### src/rtl/db_fsm_pkg.sv
// Shared definitions for the switch debouncer: state encodings, default
// qualification constants and output decode helpers.
package db_fsm_pkg;

  typedef enum logic [1:0] {
    ZERO  = 2'b00,
    WAIT1 = 2'b01,
    ONE   = 2'b10,
    WAIT0 = 2'b11
  } state_e;

  // 10 ms at 100 MHz
  localparam int unsigned STABLE_COUNT_DEF = 1_000_000;
  localparam int unsigned CNT_W_DEF        = 20;

  function automatic logic state_level(state_e s);
    return (s == ONE) || (s == WAIT0);
  endfunction

  function automatic logic state_busy(state_e s);
    return (s == WAIT1) || (s == WAIT0);
  endfunction

endpackage

### src/rtl/db_fsm_if.sv
// Switch-side bundle of the debouncer: raw input in, clean level and busy out.
interface db_fsm_if;
  logic sw;
  logic db_level;
  logic busy;

  modport master (output sw, input  db_level, input  busy);
  modport slave  (input  sw, output db_level, output busy);
endinterface

### src/rtl/db_fsm_sync_2ff.sv
// Two-stage synchronizer for asynchronous inputs; both stages clear on reset.
module sync_2ff #(
  parameter int unsigned WIDTH = 1
) (
  input  logic             clk,
  input  logic             reset,
  input  logic [WIDTH-1:0] d,
  output logic [WIDTH-1:0] q
);

  logic [WIDTH-1:0] s1_q;
  logic [WIDTH-1:0] s2_q;

  always_ff @(posedge clk or posedge reset) begin
    if (reset) begin
      s1_q <= '0;
      s2_q <= '0;
    end else begin
      s1_q <= d;
      s2_q <= s1_q;
    end
  end

  assign q = s2_q;

endmodule

### src/rtl/db_fsm.sv
// Push-button debouncer: synchronizes sw, then accepts a new level only after
// it has been seen unbroken for STABLE_COUNT cycles beyond the first sample.
module db_fsm
  import db_fsm_pkg::*;
#(
  parameter int unsigned STABLE_COUNT = STABLE_COUNT_DEF,
  parameter int unsigned CNT_W        = CNT_W_DEF
) (
  input  logic     clk,
  input  logic     reset,
  db_fsm_if.slave  bus
);

  localparam logic [CNT_W-1:0] CNT_LAST = CNT_W'(STABLE_COUNT - 1);

  logic             s2;
  state_e           state_q, state_d;
  logic [CNT_W-1:0] cnt_q, cnt_d;
  logic             db_level_q;
  logic             busy_q;

  sync_2ff #(.WIDTH(1)) u_sync (
    .clk   (clk),
    .reset (reset),
    .d     (bus.sw),
    .q     (s2)
  );

  // A sample opposite to the run being qualified drops back to the old
  // stable state and discards the count.
  always_comb begin
    state_d = state_q;
    cnt_d   = cnt_q;
    unique case (state_q)
      ZERO: begin
        if (s2) begin
          state_d = WAIT1;
          cnt_d   = '0;
        end
      end
      WAIT1: begin
        if (!s2) begin
          state_d = ZERO;
          cnt_d   = '0;
        end else if (cnt_q == CNT_LAST) begin
          state_d = ONE;
          cnt_d   = '0;
        end else begin
          cnt_d = cnt_q + CNT_W'(1);
        end
      end
      ONE: begin
        if (!s2) begin
          state_d = WAIT0;
          cnt_d   = '0;
        end
      end
      WAIT0: begin
        if (s2) begin
          state_d = ONE;
          cnt_d   = '0;
        end else if (cnt_q == CNT_LAST) begin
          state_d = ZERO;
          cnt_d   = '0;
        end else begin
          cnt_d = cnt_q + CNT_W'(1);
        end
      end
      default: begin
        state_d = ZERO;
        cnt_d   = '0;
      end
    endcase
  end

  // Outputs are registered from the next state, so they always equal the
  // Moore decode of state_q with no path from sw.
  always_ff @(posedge clk or posedge reset) begin
    if (reset) begin
      state_q    <= ZERO;
      cnt_q      <= '0;
      db_level_q <= 1'b0;
      busy_q     <= 1'b0;
    end else begin
      state_q    <= state_d;
      cnt_q      <= cnt_d;
      db_level_q <= state_level(state_d);
      busy_q     <= state_busy(state_d);
    end
  end

  assign bus.db_level = db_level_q;
  assign bus.busy     = busy_q;

endmodule

### src/flat_wrapper.sv
// flat-port wrapper written by rule: the top's interface ports become plain ports
module db_fsm_flat import db_fsm_pkg::*;
#(
  parameter int unsigned STABLE_COUNT = STABLE_COUNT_DEF,
  parameter int unsigned CNT_W        = CNT_W_DEF
)
  (clk, reset, bus_sw, bus_db_level, bus_busy);
  db_fsm_if bus_i ();
  input  logic clk;
  input  logic reset;
  input wire logic [$bits(bus_i.sw)-1:0] bus_sw;
  output wire logic [$bits(bus_i.db_level)-1:0] bus_db_level;
  output wire logic [$bits(bus_i.busy)-1:0] bus_busy;
  assign bus_i.sw = bus_sw;
  assign bus_db_level = bus_i.db_level;
  assign bus_busy = bus_i.busy;
  db_fsm #(.STABLE_COUNT(STABLE_COUNT), .CNT_W(CNT_W)) u_core (.clk(clk), .reset(reset), .bus(bus_i));
endmodule
### config.mk
export PLATFORM = sky130hd
export DESIGN_NAME = db_fsm_flat
export DESIGN_NICKNAME = d
export VERILOG_FILES = /design/src/rtl/db_fsm_pkg.sv /design/src/rtl/db_fsm_if.sv /design/src/rtl/db_fsm_sync_2ff.sv /design/src/rtl/db_fsm.sv /design/src/flat_wrapper.sv
export SDC_FILE = /design/constraint.sdc
export NUM_CORES = 1
export LEC_CHECK = 0
export CAP_MARGIN = 25
export CELL_PAD_IN_SITES_DETAIL_PLACEMENT = 1
export CELL_PAD_IN_SITES_GLOBAL_PLACEMENT = 2
export CORE_ASPECT_RATIO = 0.6
export CORE_MARGIN = 2
export CORE_UTILIZATION = 39
export DETAILED_ROUTE_END_ITERATION = 7
export MAX_ROUTING_LAYER = met4
export PLACE_DENSITY_LB_ADDON = 0.1
export SKIP_CTS_REPAIR_TIMING = 1
export SLEW_MARGIN = 20
export SYNTH_ARGS = -nofsm -noshare
export SYNTH_HDL_FRONTEND = slang
export SYNTH_SLANG_ARGS = --single-unit
export TNS_END_PERCENT = 100
### constraint.sdc
create_clock -name clk -period 2.3 [get_ports clk]
set_input_delay 0.23 -clock clk [delete_from_list [all_inputs] [get_ports clk]]
set_output_delay 0.23 -clock clk [all_outputs]
set_load 0.005 [all_outputs]
==> reports/summary.txt <==
status: finished clean
DRC: 0
met3 Use GR: 5.04%
worst ir drop on vdd: 0.000267 V
routability cong.: 0.777
switch share: 23.9%
Initial Util: 40.3%
Worst Tran Pin Value: 0.686 ns
Post-DRT Antenna Nets: 0
root buf cell: clkbuf_8
number of diodes: 0
Min Clock Period, post-route: 2.11 ns
TritonRoute pass-1 iters: 4
Clock Skew: 0.00697 ns
Placement Cell Area: 1400 sq um
LEAKAGE: 0.000607 uW
vias in the first global route: 1008
vias per inst: 5.30
Syn Area/Cell: 10.2 sq um
R2R Setup Slk: 0.19 ns
die area: 3820 sq um
clk buf depth: 2
final wirelength: 2900 um
CTS tree: yes
crit path launch: u_core.cnt_q[0]$_DFFE_PP0P_
met1 GRT Util: 27.8%
vias: 960
Reg power frac: 59.5%
# Max-Cap Violations: 0
finished layout cell area: 1440 sq um
# setup viols final: 0
pin count of the biggest net entering global routing: 26
post-synthesis cell area: 1300 sq um
Routed WL per cell: 16.0 um
Yosys reg bits: 25
Die Wd: 78.5 um
Int Pwr: 592 uW
synth warn: 0
Clock Sinks: 25
reg-to-reg startpoint: u_core.cnt_q[0]$_DFFE_PP0P_
HP Class: in2async
CP required: 2.48 ns
Logic pwr share: 6.6%
GRT Resource Usage Total: 18.5%
Iter 0 DRT Violations: 85
synth unique cells: 28
first-pass GRT wire length: 5240 um
Most Crowded Layer GR: met1
fin nets: 141
NetSw: 186 uW
final hold vios: 0
Rel. slew slack: 54.3%
CTS Buf Count: 3
sequential share of the synthesized area: 48.2%
RSZ-0062 raised after global routing: false
Area Growth Syn to Fin: 11.0%
RR Endpoint: u_core.cnt_q[6]$_DFFE_PP0P_
CTS H-tree lvls: 1
Cell Pwr Density: 540 nW/um^2
row cnt: 16
DIE HEIGHT: 48.7 um
GR Overflow Total: 0
I/O pins: 5
core box area: 3220 sq um
crit path to: u_core.cnt_q[6]$_DFFE_PP0P_
PortBufs: 4
Worst setup SP type: flop
fin crit share: 91.6%
CP arrival: 2.29 ns
clock latency on the worst-skew pair: 0.27 ns
Worst Reg-to-Reg Cells: 6
CTS clock-pin slew for the worst setup and hold paths: 0.09 ns
GR Layer Usage met2: 25.7%
net count after synthesis: 131
crit-path max FO: 13
filler instances: 385
Critical Path Sink Type: flop
HPWL after DPL: 2150 um
initial antenna violation count: 0
share of layout cells above drive strength 1: 9.56%
fmax: 475 MHz
Clock Power Share: 33.9%
Setup Total Neg Slack: 0 ns
Slew Viols, Final: 0
Syn Inst Count: 127
CP Class: reg2reg
==> through the flow <==
| step | utilization, % | cells | setup slack, ns | hold slack, ns | power, uW |
|---|---|---|---|---|---|
| after floorplan | - | 127 | 0.583 | 0.257 | 506 |
| after global placement | 43.3 | 177 | 0.304 | 0.339 | 523 |
| after detailed placement | 43.3 | 177 | 0.168 | 0.343 | 524 |
| after CTS | 44.7 | 181 | 0.184 | 0.305 | 796 |
| after global routing | 44.7 | 181 | 0.0121 | 0.343 | 828 |
| final | 44.7 | 181 | 0.193 | 0.294 | 778 |
==> layout make-up <==
type / count / area [sq um] / area share, %
well taps: 45 / 56.3 / 3.91
clock buffers: 4 / 45.0 / 3.13
multi-input cells: 96 / 639 / 44.4
repair buffers: 6 / 55.1 / 3.82
flip-flops and latches: 25 / 626 / 43.4
inverters: 5 / 18.8 / 1.30
==> cells in the final DEF (no fill, tap or decap), drive strengths merged <==
cell type      synthesis  final
dfrtp                 25     25
nor2                  15     15
nand3                 10     10
nand2                  9      9
xor2                   7      7
xnor2                  7      7
nand4                  6      6
a31oi                  6      6
inv                    5      5
nor3                   5      5
a21oi                  5      5
and3                   4      4
o21ai                  4      4
clkdlybuf4s50          0      4
clkbuf                 1      4
or2b                   3      3
nor4                   3      3
and4                   2      2
o31ai                  2      2
mux2                   2      2
buf                    0      2
nand3b                 1      1
a211o                  1      1
a211oi                 1      1
a22o                   1      1
a41oi                  1      1
ha                     1      1
==> flip-flops by register name (all words and copies together) (netlist names) <==
signal	cells
u_core.bus.busy	1
u_core.u_sync.q	1
u_core.state_q	1
u_core.bus.db_level	1
u_core.u_sync.s1_q	1
u_core.cnt_q	20
==> critical path, stage by stage (launching register included) <==
cell     delay (ns)
dfrtp_1        0.42
ha_1           0.24
nand3_1        0.23
nor4_4         0.10
a21oi_2        0.58
inv_1          0.17
o31ai_1        0.26
==> cell usage after synthesis <==
| cell | count | share of area, % |
|---|---|---|
| nor3_1 | 5 | 1.9 |
| xnor2_1 | 7 | 4.7 |
| nor2_1 | 14 | 4.1 |
| nand3b_1 | 1 | 0.58 |
| nand2_1 | 9 | 2.6 |
| a41oi_1 | 1 | 0.68 |
| xor2_1 | 7 | 4.7 |
| nand3_1 | 10 | 3.9 |
| and4_1 | 2 | 1.4 |
| mux2_2 | 2 | 1.7 |
| nor2_8 | 1 | 1.5 |
| o31ai_1 | 2 | 1.2 |
| nand4_1 | 6 | 2.9 |
| a21oi_2 | 1 | 0.68 |
| inv_1 | 5 | 1.4 |
| and3_1 | 4 | 1.9 |
| a21oi_1 | 4 | 1.5 |
| nor4_4 | 2 | 3.3 |
| a22o_1 | 1 | 0.68 |
| clkbuf_8 | 1 | 1.1 |
| ha_1 | 1 | 0.96 |
| a211o_2 | 1 | 0.77 |
| a31oi_1 | 6 | 2.9 |
| o21ai_0 | 4 | 1.5 |
| dfrtp_1 | 25 | 48 |
| a211oi_2 | 1 | 0.96 |
| or2b_1 | 3 | 1.7 |
| nor4_1 | 1 | 0.48 |
==> kinds of logic (layout without fill, tap and decap cells) <==
group	after synthesis	after routing	share of synthesized area (%)
AND/OR/NAND/NOR	58	58	26.2
multiplexers	2	2	1.74
adder cells (fa/ha/maj)	1	1	0.964
buffers and inverters	6	15	2.51
XOR/XNOR	14	14	9.45
flip-flops	25	25	48.2
AO/OA/AOI/OAI	21	21	10.9
==> layer usage <==
metal | wire length, um | part of all wire, %
met1 | 1590 | 55
met2 | 1180 | 41
met3 | 110 | 3.8
met4 | 11 | 0.38
met5 | 0 | 0
==> how the worst min path moves through the flow <==
stage,to,slack (ns),cells past startpoint
floorplan,u_core.bus.busy$_DFF_PP0_,0.26,1
global placement,u_core.u_sync.q$_DFF_PP0_,0.34,0
detailed placement,u_core.u_sync.q$_DFF_PP0_,0.34,0
global route,u_core.cnt_q[8]$_DFFE_PP0P_,0.34,3
CTS,u_core.cnt_q[10]$_DFFE_PP0P_,0.31,3
finish,u_core.cnt_q[8]$_DFFE_PP0P_,0.29,3
==> power groups by stage <==
stage                     Clock (uW)  Sequential, uW  Combinational [uW]
after floorplan                    0             469                37.5
final                            264             463                51.3
after detailed placement           0             471                52.9
after global routing             305             465                58.1
after CTS                        280             463                52.8
after global placement             0             471                51.6
(Power assumes the default switching activity.)
